**config.mk**
```make
export PLATFORM = sky130hd
export DESIGN_NAME = player_bullet
export DESIGN_NICKNAME = d
export VERILOG_FILES = /design/src/rtl/player_bullet.sv
export SDC_FILE = /design/constraint.sdc
export NUM_CORES = 1
export LEC_CHECK = 0
export ABC_CLOCK_PERIOD_IN_PS = 4300
export BUFFER_PORTS_ARGS = -buffer_cell sky130_fd_sc_hd__clkbuf_2
export CORE_UTILIZATION = 54
export DETAILED_ROUTE_END_ITERATION = 6
export GPL_ROUTABILITY_DRIVEN = 0
export HOLD_SLACK_MARGIN = 0.1
export PLACE_DENSITY = 0.79
export SYNTH_ARGS = -nofsm -noshare
export SYNTH_HDL_FRONTEND = slang
export SYNTH_SLANG_ARGS = --single-unit
```
**constraint.sdc**
```tcl
create_clock -name pixel_clk -period 4.3 [get_ports pixel_clk]
set_input_delay 0.215 -clock pixel_clk [delete_from_list [all_inputs] [get_ports pixel_clk]]
set_output_delay 0.215 -clock pixel_clk [all_outputs]
set_load 0.02 [all_outputs]
```
**src/rtl/player_bullet.sv**
```systemverilog
// Player shot launcher/mover and bullet sprite renderer for the alien-collision interface.
// Optional macro BULLET_AUTOFIRE_EN: holding fire in IDLE requests a launch at every frame start.
module player_bullet #(
    parameter int          BULLET_W        = 4,
    parameter int          BULLET_H        = 10,
    parameter int          BULLET_SPEED    = 8,
    parameter int          COOLDOWN_FRAMES = 15,
    parameter logic [23:0] BULLET_COLOR    = 24'hFFFF00
) (
    input  logic               pixel_clk,
    input  logic               rst,
    input  logic               fsync,
    input  logic signed [11:0] hpos,
    input  logic signed [11:0] vpos,
    input  logic               fire,
    input  logic signed [11:0] player_x,
    input  logic signed [11:0] player_y,
    input  logic               hit,
    output logic signed [11:0] bullet_x,
    output logic signed [11:0] bullet_y,
    output logic               bullet_active,
    output logic [7:0]         shots_fired,
    output logic [7:0]         pixel [0:2],
    output logic               active
);

    localparam int CNT_W = (COOLDOWN_FRAMES > 0) ? $clog2(COOLDOWN_FRAMES + 1) : 1;

    localparam logic signed [11:0] SPEED_S  = 12'(BULLET_SPEED);
    localparam logic signed [11:0] HEIGHT_S = 12'(BULLET_H);
    localparam logic signed [12:0] HALF_W13 = 13'(BULLET_W / 2);
    localparam logic signed [12:0] H13      = 13'(BULLET_H);
    localparam logic signed [12:0] ONE13    = 13'sd1;

    typedef enum logic [1:0] {
        IDLE,
        FLYING,
        COOLDOWN
    } state_t;

    state_t             state;
    logic               fire_d;
    logic               fire_req;
    logic [CNT_W-1:0]   cooldown_cnt;

    logic               fire_edge;
    logic               launch_req;
    logic signed [11:0] step_y;
    logic signed [11:0] launch_y;
    logic               off_top;

    assign fire_edge = fire & ~fire_d;

`ifdef BULLET_AUTOFIRE_EN
    assign launch_req = fire_req | fire_edge | fire;
`else
    assign launch_req = fire_req | fire_edge;
`endif

    assign step_y   = bullet_y - SPEED_S;
    assign launch_y = player_y - HEIGHT_S;
    assign off_top  = (step_y < 12'sd0);

    // Shot life cycle; fire edges seen while FLYING are dropped, never queued.
    always_ff @(posedge pixel_clk) begin
        if (rst) begin
            state         <= IDLE;
            bullet_x      <= '0;
            bullet_y      <= '0;
            bullet_active <= 1'b0;
            shots_fired   <= '0;
            fire_req      <= 1'b0;
            fire_d        <= 1'b0;
            cooldown_cnt  <= '0;
        end else begin
            fire_d <= fire;
            case (state)
                IDLE: begin
                    if (fsync && launch_req) begin
                        bullet_x      <= player_x;
                        bullet_y      <= launch_y;
                        bullet_active <= 1'b1;
                        shots_fired   <= shots_fired + 8'd1;
                        fire_req      <= 1'b0;
                        state         <= FLYING;
                    end else if (fire_edge) begin
                        fire_req <= 1'b1;
                    end
                end
                FLYING: begin
                    if (hit || (fsync && off_top)) begin
                        bullet_active <= 1'b0;
                        cooldown_cnt  <= CNT_W'(COOLDOWN_FRAMES);
                        state         <= COOLDOWN;
                    end else if (fsync) begin
                        bullet_y <= step_y;
                    end
                end
                COOLDOWN: begin
                    if (fire_edge) begin
                        fire_req <= 1'b1;
                    end
                    if (cooldown_cnt == '0) begin
                        state <= IDLE;
                    end else if (fsync) begin
                        cooldown_cnt <= cooldown_cnt - 1'b1;
                    end
                end
                default: begin
                    state <= IDLE;
                end
            endcase
        end
    end

    // Sprite bounds are widened to 13 bits so edge-of-range positions cannot wrap.
    logic signed [12:0] bx;
    logic signed [12:0] by;
    logic signed [12:0] hx;
    logic signed [12:0] vy;
    logic signed [12:0] x_lo;
    logic signed [12:0] x_hi;
    logic signed [12:0] y_hi;
    logic               in_x;
    logic               in_y;

    assign bx   = {bullet_x[11], bullet_x};
    assign by   = {bullet_y[11], bullet_y};
    assign hx   = {hpos[11], hpos};
    assign vy   = {vpos[11], vpos};
    assign x_lo = bx - HALF_W13;
    assign x_hi = bx + HALF_W13 - ONE13;
    assign y_hi = by + H13 - ONE13;

    assign in_x   = (hx >= x_lo) && (hx <= x_hi);
    assign in_y   = (vy >= by) && (vy <= y_hi);
    assign active = bullet_active && in_x && in_y;

    always_comb begin
        pixel[2] = 8'h00;
        pixel[1] = 8'h00;
        pixel[0] = 8'h00;
        if (active) begin
            pixel[2] = BULLET_COLOR[23:16];
            pixel[1] = BULLET_COLOR[15:8];
            pixel[0] = BULLET_COLOR[7:0];
        end
    end

endmodule

```
==> impl_metrics.csv, run 1 <==
group,metric,value,unit
status,outcome,"finished clean",
global_route,antenna_found_initial,0,
route,ant_nets,0,
cts,hold_buffers,0,
cts,clkLatencyLatePin,0.29,ns
power_and_ir_drop,p_clk_share,21.5,%
floorplanning,start_util,57.1,%
critical_path,r2r_start,"bullet_y[4]$_SDFFE_PP0P_",
layout,fin_nets,698,
floorplanning,die_h,87.4,microns
timing,slew-limit-headroom,41.7,%
timing,fmax,254,MHz
route,met1_length,4320,microns
global_route,gr-total-overflow,0,
power_and_ir_drop,combPwrFrac,40.5,%
critical_path,end_kind,"output pin",
cts,cts_tree,"done",
layout,final_core_util,64.1,%
timing,setup_tns,0,ns
route,via_count,3778,
power_and_ir_drop,intPower,0.733,mW
timing,finClkSkew,0.00716,ns
synth,seq_area_frac_synth,20.8,%
critical_path,r2r_setup_slack,1.89,ns
route,drcViolationCount,0,
power_and_ir_drop,p_seq_share,38.0,%
power_and_ir_drop,p_leak,2.03,nW
floorplanning,fp.coreArea,0.00691,sq mm
cts,post-cts-setup-buffers,0,
critical_path,startpoint,"bullet_y[0]$_SDFFE_PP0P_",
floorplanning,die_area,0.00764,sq mm
cts,path_clk_slew,0.08,ns
critical_path,cp_max_fo,17,
cts,cts_num_sinks,41,
global_route,grt_first_pass_wirelength,15600,microns
timing,setup_viol,0,
critical_path,path_class,"reg2out",
floorplanning,fp.dieW,87.4,microns
layout,drive_above_1_share,21.1,%
cts,clk_path_buf_depth,2,
critical_path,rr_worst_depth,8,
cts,h-tree-depth,2,
power_and_ir_drop,power,1.18,mW
synth,synthArstFlopShare,0,%
power_and_ir_drop,ir_drop,0.000241,V
synth,synth_edf_count,0,
route,via_per_inst,5.56,
critical_path,worstPathRequired,4.09,ns
route,wl_per_cell,13.9,microns
route,wl_met2,4290,microns
critical_path,cpPeakStageDelay,0.51,ns
timing,fin_crit,3.94,ns
power_and_ir_drop,p_per_area,266,mW/mm^2
timing,fin_crit_sh,91.7,%
floorplanning,rows,30,
power_and_ir_drop,p_switching,0.445,mW
route,drt_iter0_drc,213,
timing,hold_viol,0,
synth,syn_inst,511,
critical_path,cp_slowest_cell,"nor4_1",
timing,slew_viol_final,0,
timing,rsz0062_at_grt,"no",
critical_path,cp_cell_sequence,"ha_1, a21oi_1, nor4_1, nand3_1, xnor2_1, ha_1, nand4_1, nor2_1, and4_1, nor2b_1, mux2i_1, and4_2, clkbuf_2",
global_route,grtUsageTotal,25.7,%
synth,syn_area,0.00394,sq mm
global_route,grt_pass1_vias,3379,
placed_design,dp_hpwl,7570,microns
layout,insertedDiodeCount,0,
cts,cts_resized,0,
floorplanning,ios,111,
placed_design,io_buffer_count,102,
global_route,grt_max_degree,41,
timing,worstMarginPinSlew,0.874,ns
critical_path,cp-endpoint,"pixel[5]",
cts,root_buffer,"clkbuf_8",
synth,synth.avg_cell_area,7.71,sq um
power_and_ir_drop,switching_share,37.8,%
critical_path,worstPathArrival,3.73,ns
cts,cts_buffers,5,
synth,synth_warnings,0,
route,wl,9430,microns
layout,syn_to_final_growth,12.3,%
critical_path,start_kind,"flop",
hold_path,hold_class,"in2reg",
route,routed.top_layer,"met4",
synth,synth_cell_types,56,
synth,ys_seq_elements,41,
critical_path,crit_top_cell,"ha_1",
route,met3_length,572,microns
route,drtPass1Iterations,5,
synth,synth-main-ff-cell,"dfxtp_1",
run,cap_violations,0,
critical_path,r2r_end,"bullet_y[5]$_SDFFE_PP0P_",
==> cell usage after synthesis, types with 5 or more instances <==
library cell,n,area (sq um)
nand2_1,65,244
ha_1,61,763
nor2_1,42,158
a21oi_1,41,205
dfxtp_1,41,821
inv_1,31,116
xnor2_1,30,263
buf_4,25,188
nand3_1,21,105
nor3_1,17,85.1
xor2_1,16,140
clkbuf_1,15,56.3
o21ai_0,15,75.1
nand4_1,9,56.3
nor4_1,7,43.8
a211oi_1,6,45.0
a21o_1,6,45.0
and3_1,5,31.3
nor2b_1,5,31.3
==> per-stage QoR <==
step	std cells	setup slack, ns	hold WS (ns)	instance area [sq um]
2_1_floorplan	518	0.703	0.311	3970
3_3_place_gp	673	0.746	0.438	4340
3_5_place_dp	673	0.574	0.443	4340
4_1_cts	680	0.271	0.136	4420
5_1_grt	680	0.0134	0.144	4420
6_report	680	0.358	0.141	4420
==> critical path, delay by kind of cell, from the launching register on <==
kind            cells  cell delay, ns
simple gates        7            1.83
flops               1            0.45
xor+xnor            1            0.16
compound gates      1            0.12
buf+inv             1            0.22
mux                 1            0.12
fa+ha+maj           2            0.52
==> final cells by class <==
cell class | count | area (sq um)
clock buffer | 7 | 86.3
sequential | 41 | 821
inverter | 31 | 116
tap | 96 | 120
timing repair buffer | 103 | 518
fill | 649 | 2480
multi-input combinational | 402 | 2760
==> cell families after synthesis <==
group | after synthesis | share of synthesized area, %
simple gates | 188 | 23.1
compound gates | 95 | 15.4
buf+inv | 75 | 9.78
fa+ha+maj | 61 | 19.4
xor+xnor | 47 | 10.6
flops | 41 | 20.8
mux | 3 | 0.825
other cells | 1 | 0.0951
==> power by group through the flow <==
| stage | registers (mW) | logic [mW] | clock network (mW) |
|---|---|---|---|
| after global placement | 0.454 | 0.453 | 0 |
| after floorplan | 0.459 | 0.341 | 0 |
| final | 0.448 | 0.477 | 0.253 |
| after CTS | 0.447 | 0.473 | 0.257 |
| after global routing | 0.453 | 0.536 | 0.271 |
| after detailed placement | 0.456 | 0.468 | 0 |
==> cell usage in the layout (no fill, tap or decap), drive strengths merged, types with 6 or more instances in the layout <==
cell type	count
a211oi	6
a21o	6
a21oi	41
clkbuf	109
conb	8
dfxtp	41
ha	61
inv	31
nand2	66
nand3	21
nand4	9
nor2	42
nor3	17
nor4	8
o21ai	19
xnor2	31
xor2	16
==> layer usage <==
| layer | vias up | GRT usage (%) |
|---|---|---|
| met5 | - | 0 |
| met4 | 0 | 8.79 |
| met3 | 22 | 3.51 |
| met2 | 148 | 41.5 |
| met1 | 1713 | 34.9 |
| li1 | 1895 | - |
==> registers in the layout, summed over array words and instances, names as in the netlist <==
name,flops
bullet_active,1
bullet_x,12
bullet_y,12
cooldown_cnt,4
fire_d,1
fire_req,1
shots_fired,8
state,2
==> worst min path at each step <==
stage	startpoint	end	slack (ns)	cells past startpoint
2_1_floorplan	player_y[1]	bullet_y[1]$_SDFFE_PP0P_	0.31	1
3_3_place_gp	player_y[1]	bullet_y[1]$_SDFFE_PP0P_	0.44	2
3_5_place_dp	player_y[1]	bullet_y[1]$_SDFFE_PP0P_	0.44	2
4_1_cts	player_y[1]	bullet_y[1]$_SDFFE_PP0P_	0.14	2
5_1_grt	player_x[2]	bullet_x[2]$_SDFFE_PP0P_	0.14	3
6_report	player_x[2]	bullet_x[2]$_SDFFE_PP0P_	0.14	3
Note: power is estimated with default switching activity, not from simulation.
==> inputs of run 2 (changes only) <==
--- a/config.mk
+++ b/config.mk
@@ -5,7 +5,7 @@
 export SDC_FILE = /design/constraint.sdc
 export NUM_CORES = 1
 export LEC_CHECK = 0
-export ABC_CLOCK_PERIOD_IN_PS = 4300
+export ABC_CLOCK_PERIOD_IN_PS = 3800
 export BUFFER_PORTS_ARGS = -buffer_cell sky130_fd_sc_hd__clkbuf_2
 export CORE_UTILIZATION = 54
 export DETAILED_ROUTE_END_ITERATION = 6
==> constraint.sdc (replaced) <==
create_clock -name pixel_clk -period 3.8 [get_ports pixel_clk]
set_input_delay 0.19 -clock pixel_clk [delete_from_list [all_inputs] [get_ports pixel_clk]]
set_output_delay 0.19 -clock pixel_clk [all_outputs]
set_load 0.02 [all_outputs]
==> impl_metrics.csv, run 2 (same netlist as run 1, synthesis figures left out) <==
group,metric,value,unit
status,outcome,"finished clean",
global_route,grt_max_degree,41,
layout,final_common_cell,"clkbuf_2",
route,wl,10200,microns
cts,path_clk_slew,0.08,ns
hold_path,hold_class,"in2reg",
route,ant_nets,0,
cts,cts_buffers,5,
layout,fin_nets,710,
cts,h-tree-depth,2,
timing,fin_crit,3.77,ns
run,cap_violations,0,
timing,worstMarginPinSlew,0.919,ns
layout,syn_to_final_growth,19.1,%
critical_path,start_kind,"flop",
global_route,grt_pass1_vias,3442,
power_and_ir_drop,p_per_area,296,mW/mm^2
critical_path,crit_family,"simple AND/OR/NAND/NOR gates",
critical_path,cp-endpoint,"pixel[3]",
critical_path,r2r_start,"bullet_y[3]$_SDFFE_PP0P_",
global_route,grt_first_pass_wirelength,15900,microns
timing,finClkSkew,0.0107,ns
power_and_ir_drop,p_leak,2.14,nW
critical_path,rr_worst_depth,9,
critical_path,worstSetupPathDepth,15,
floorplanning,fp.coreArea,0.00691,sq mm
power_and_ir_drop,ir_drop,0.000228,V
critical_path,crit_buf_inv,3,
cts,clkLatencyLatePin,0.30,ns
placed_design,dp_hpwl,7740,microns
critical_path,r2r_end,"bullet_y[5]$_SDFFE_PP0P_",
layout,layout.cells.non_filler,692,
floorplanning,ios,111,
timing,setup_viol,0,
floorplanning,fp.dieW,87.4,microns
route,drcViolationCount,0,
floorplanning,rows,30,
critical_path,cp_cell_sequence,"buf_4, a41o_1, and3_4, nand2_4, nor4_4, xnor2_1, ha_1, nand4_1, buf_4, nor2_1, nor4_2, a21bo_2, mux2i_4, and4_4, buf_6",
route,wl_per_cell,14.8,microns
timing,hold_viol,0,
timing,fin_crit_sh,99.3,%
placed_design,place_ws,0.178,ns
floorplanning,start_util,57.1,%
critical_path,r2r_setup_slack,1.47,ns
global_route,grtUsageTotal,26.4,%
power_and_ir_drop,power,1.39,mW
critical_path,worstPathRequired,3.61,ns
layout,drive_above_1_share,25.7,%
placed_design,place_inst,679,
placed_design,io_buffer_count,102,
critical_path,cpPeakStageDelay,0.37,ns
route,drt_iter0_drc,203,
layout,insertedDiodeCount,0,
route,via_count,3867,
critical_path,startpoint,"bullet_y[0]$_SDFFE_PP0P_",
floorplanning,die_h,87.4,microns
critical_path,end_kind,"output pin",
critical_path,crit_top_cell,"buf_4",
layout,largestRegisters,"bullet_x (12), bullet_y (12), shots_fired (8)",
floorplanning,die_area,0.00764,sq mm
global_route,antenna_found_initial,0,
critical_path,cp_slowest_cell,"dfxtp_1",
layout,nFillCells,622,
route,via_per_inst,5.59,
timing,slew-limit-headroom,38.7,%
cts,clk_path_buf_depth,2,
cts,root_buffer,"clkbuf_8",
critical_path,worstPathArrival,3.58,ns
timing,postLayoutSetupSlackWorst,0.0264,ns
global_route,gr-total-overflow,0,
timing,slew_viol_final,0,
critical_path,path_class,"reg2out",
timing,fmax,265,MHz
cts,cts_tree,"done",
cts,cts_num_sinks,41,
route,drtPass1Iterations,5,
layout,final_cell_mix,"clkbuf_2, nand2_1, ha_1",
critical_path,cp_max_fo,8,
run 2: worst min path at each step:
stage	start	end	slack, ns	depth (start not counted)
detailed placement	player_x[1]	bullet_x[1]$_SDFFE_PP0P_	0.42	3
global route	player_y[1]	bullet_y[1]$_SDFFE_PP0P_	0.10	2
CTS	player_y[1]	bullet_y[1]$_SDFFE_PP0P_	0.10	2
global placement	player_x[0]	bullet_x[0]$_SDFFE_PP0P_	0.41	3
finish	player_y[1]	bullet_y[1]$_SDFFE_PP0P_	0.1	2
floorplan	player_y[1]	bullet_y[1]$_SDFFE_PP0P_	0.29	1
run 2: timing repair:
item,CTS,global route
gates cloned,0,2
resized for setup,2,62
endpoints found under the setup margin,17,17
hold endpoints to repair,1,0
pin swaps,0,12
hold buffers,1,0
setup buffers,0,3
run 2: power breakdown:
part           switching, mW  internal, mW
Clock                  0.149         0.144
Combinational          0.347         0.249
Sequential            0.0420         0.458
run 2: area by class of cell:
class	instances	area (sq um)	area share, %
tap	96	120	2.56
inverter	31	119	2.53
timing repair buffer	113	658	14.0
clock buffer	7	86.3	1.84
sequential	41	833	17.8
multi-input combinational	404	2880	61.3
run 2: through the flow:
| step | TNS [ns] | cell area (sq um) | utilization [%] | hold slack, ns |
|---|---|---|---|---|
| CTS | 0 | 4480 | 64.9 | 0.103 |
| detailed placement | 0 | 4380 | 63.4 | 0.417 |
| global placement | 0 | 4380 | 63.4 | 0.415 |
| floorplan | 0 | 3970 | - | 0.286 |
| global route | -1.34 | 4690 | 68.0 | 0.101 |
| finish | 0 | 4690 | 68.0 | 0.0979 |
run 2: layer usage:
layer	global-route usage, %	share of wire, %	routed length, microns	up-vias
li1	-	-	-	1917
met1	36.0	44	4530	1775
met2	42.3	47	4800	151
met3	3.70	6.0	615	24
met4	9.69	2.7	277	0
met5	0	0	0	-
==> inputs of run 3 (changes only) <==
--- a/config.mk
+++ b/config.mk
@@ -5,6 +5,7 @@
 export SDC_FILE = /design/constraint.sdc
 export NUM_CORES = 1
 export LEC_CHECK = 0
+export ABC_AREA = 1
 export ABC_CLOCK_PERIOD_IN_PS = 3800
 export BUFFER_PORTS_ARGS = -buffer_cell sky130_fd_sc_hd__clkbuf_2
 export CORE_UTILIZATION = 54
==> impl_metrics.csv, run 3 <==
group,metric,value,unit
timing,setup_tns,0,ns
floorplanning,start_util,56.7,%
route,via_per_inst,5.21,
timing,postLayoutSetupSlackWorst,0.376,ns
placed_design,dpl_cell_area,0.00461,sq mm
floorplanning,fp.dieW,90.0,microns
synth,ys_seq_elements,41,
critical_path,end_kind,"output pin",
synth,synth_cell_types,40,
status,outcome,"finished clean",
critical_path,cp_max_fo,17,
synth,synth_warnings,0,
critical_path,worstPathArrival,3.23,ns
critical_path,path_class,"reg2out",
timing,finClkSkew,0.00755,ns
layout,drive_above_1_share,20.6,%
cts,cts_num_sinks,41,
global_route,gr-total-overflow,0,
critical_path,cp_cell_sequence,"ha_1, nand4_1, nor2_1, nand2_1, nor3_1, xor2_1, inv_1, ha_1, nand2_1, nor2_1, inv_1, nor2_1, nand2_1, nand2_1, nand2_1, nand3_1, nand3_1, nor2_1, buf_4, clkbuf_2",
route,met1_length,4460,microns
layout,fin_nets,832,
cts,clk_path_buf_depth,2,
cts,cts_resized,0,
timing,fmax,292,MHz
critical_path,cpPeakStageDelay,0.45,ns
synth,synth_top_area_share,19.6,%
cts,clkLatencyLatePin,0.30,ns
critical_path,cp_slowest_cell,"dfxtp_1",
synth,netlist.top_cell.by_area,"dfxtp_1",
synth,synthArstFlopShare,0,%
route,via_count,4261,
floorplanning,rows,31,
power_and_ir_drop,p_per_area,314,mW/mm^2
synth,seq_area_frac_synth,19.6,%
layout,insertedDiodeCount,0,
route,drtPass1Iterations,4,
layout,final_cell_mix,"nand2_1, clkbuf_2, inv_1",
floorplanning,ios,111,
route,drcViolationCount,0,
critical_path,start_kind,"flop",
global_route,grt_max_degree,36,
floorplanning,die_h,90.0,microns
placed_design,place_ws,0.626,ns
cts,cts_tree,"done",
global_route,grtUsageTotal,24.6,%
timing,fin_crit,3.42,ns
cts,cts_buffers,5,
run,cap_violations,0,
critical_path,crit_buf_inv,4,
cts,path_clk_slew,0.09,ns
critical_path,crit_family,"simple AND/OR/NAND/NOR gates",
synth,synthTopCellsByCount,"nand2_1, inv_1, ha_1",
cts,post-cts-setup-buffers,0,
critical_path,crit_top_cell,"nand2_1",
layout,syn_to_final_growth,13.0,%
cts,h-tree-depth,2,
route,wl_met2,4860,microns
critical_path,r2r_setup_slack,1.85,ns
hold_path,min_to,"fire_d$_SDFF_PP0_",
synth,synth.most_common_cell,"nand2_1",
timing,hold_viol,0,
global_route,antenna_found_initial,0,
critical_path,r2r_start,"state[1]$_SDFFE_PP0P_",
timing,rsz0062_at_grt,"no",
route,ant_nets,0,
global_route,grt_first_pass_wirelength,16700,microns
critical_path,worstPathRequired,3.61,ns
synth,synth.avg_cell_area,6.57,sq um
hold_path,hold_class,"in2reg",
layout,final_common_cell,"nand2_1",
hold_path,hold_depth,3,
layout,final_area,0.00472,sq mm
power_and_ir_drop,ir_drop,0.000177,V
timing,slew_viol_final,0,
layout,largestRegisters,"bullet_x (12), bullet_y (12), shots_fired (8)",
route,drt_iter0_drc,118,
timing,worstMarginPinSlew,0.754,ns
placed_design,dp_hpwl,8310,microns
critical_path,rr_worst_depth,7,
critical_path,r2r_end,"shots_fired[7]$_SDFFE_PP0P_",
global_route,grt_pass1_vias,4008,
synth,synth-main-ff-cell,"dfxtp_1",
synth,synth_edf_count,0,
synth,syn_area,0.00418,sq mm
cts,hold_buffers,0,
route,wl_per_cell,12.2,microns
placed_design,io_buffer_count,102,
timing,fin_crit_sh,90.1,%
synth,syn_inst,636,
route,routed.top_layer,"met4",
floorplanning,fp.coreArea,0.00737,sq mm
hold_path,min_from,"fire",
cts,root_buffer,"clkbuf_8",
timing,slew-limit-headroom,49.4,%
route,met3_length,456,microns
floorplanning,die_area,0.00810,sq mm
route,wl,9940,microns
synth,synthTopCellsByArea,"dfxtp_1, ha_1, nand2_1",
power_and_ir_drop,p_leak,2.47,nW
timing,setup_viol,0,
-- run 3: cell count changes in the layout (fill, tap and decap cells not counted), sizes merged, moves of 21 or more --
cell / change
o21ai: +21
inv: +60
nor2: +25
buf: -22
nand3: +26
nand2: +75
xnor2: -28
-- run 3: cell type report --
type                       count  area (sq um)
multi-input combinational    476          2810
fill                         709          2650
sequential                    41           821
timing repair buffer         103           518
inverter                      91           344
tap                           99           124
clock buffer                   5          68.8
clock inverter                 3          43.8
-- run 3: worst max path at each step --
stage / from / to / cells after the start / slack [ns]
floorplan: bullet_x[2]$_SDFFE_PP0P_ / pixel[0] / 19 / 0.19
global placement: bullet_y[3]$_SDFFE_PP0P_ / active / 22 / 0.76
detailed placement: bullet_y[3]$_SDFFE_PP0P_ / pixel[12] / 22 / 0.63
CTS: bullet_y[3]$_SDFFE_PP0P_ / pixel[12] / 22 / 0.29
global route: bullet_x[2]$_SDFFE_PP0P_ / pixel[10] / 20 / 0.03
finish: bullet_x[2]$_SDFFE_PP0P_ / pixel[0] / 20 / 0.38
-- run 3: cells by family after synthesis --
group,share of synthesized area (%)
buf+inv,14.0
other cells,0.0897
xor+xnor,4.82
fa+ha+maj,18.3
flops,19.6
compound gates,12.7
simple gates,30.5
-- run 3: worst min-delay path, cell delays in order --
cell and delay (ns):
clkbuf_2 0.08, inv_1 0.05, nor2_1 0.07
-- run 3: where the power goes --
| group | total (mW) | internal [mW] | switching [mW] |
|---|---|---|---|
| Clock | 0.364 | 0.197 | 0.167 |
| Sequential | 0.511 | 0.461 | 0.0498 |
| Combinational | 0.609 | 0.232 | 0.377 |
-- run 3: layer usage --
metal / GRT usage, % / vias to the layer above
met2: 45.3 / 110
met4: 7.93 / 0
li1: - / 2211
met3: 3.38 / 14
met5: 0 / -
met1: 29.4 / 1926
-- run 3: metrics by stage --
stage | std cells | power (mW) | util (%) | hold slack (ns)
floorplan | 643 | 0.969 | - | 0.259
global placement | 810 | 1.10 | 62.5 | 0.424
detailed placement | 810 | 1.13 | 62.5 | 0.436
CTS | 818 | 1.49 | 64.0 | 0.119
global route | 818 | 1.60 | 64.1 | 0.130
finish | 818 | 1.48 | 64.1 | 0.121
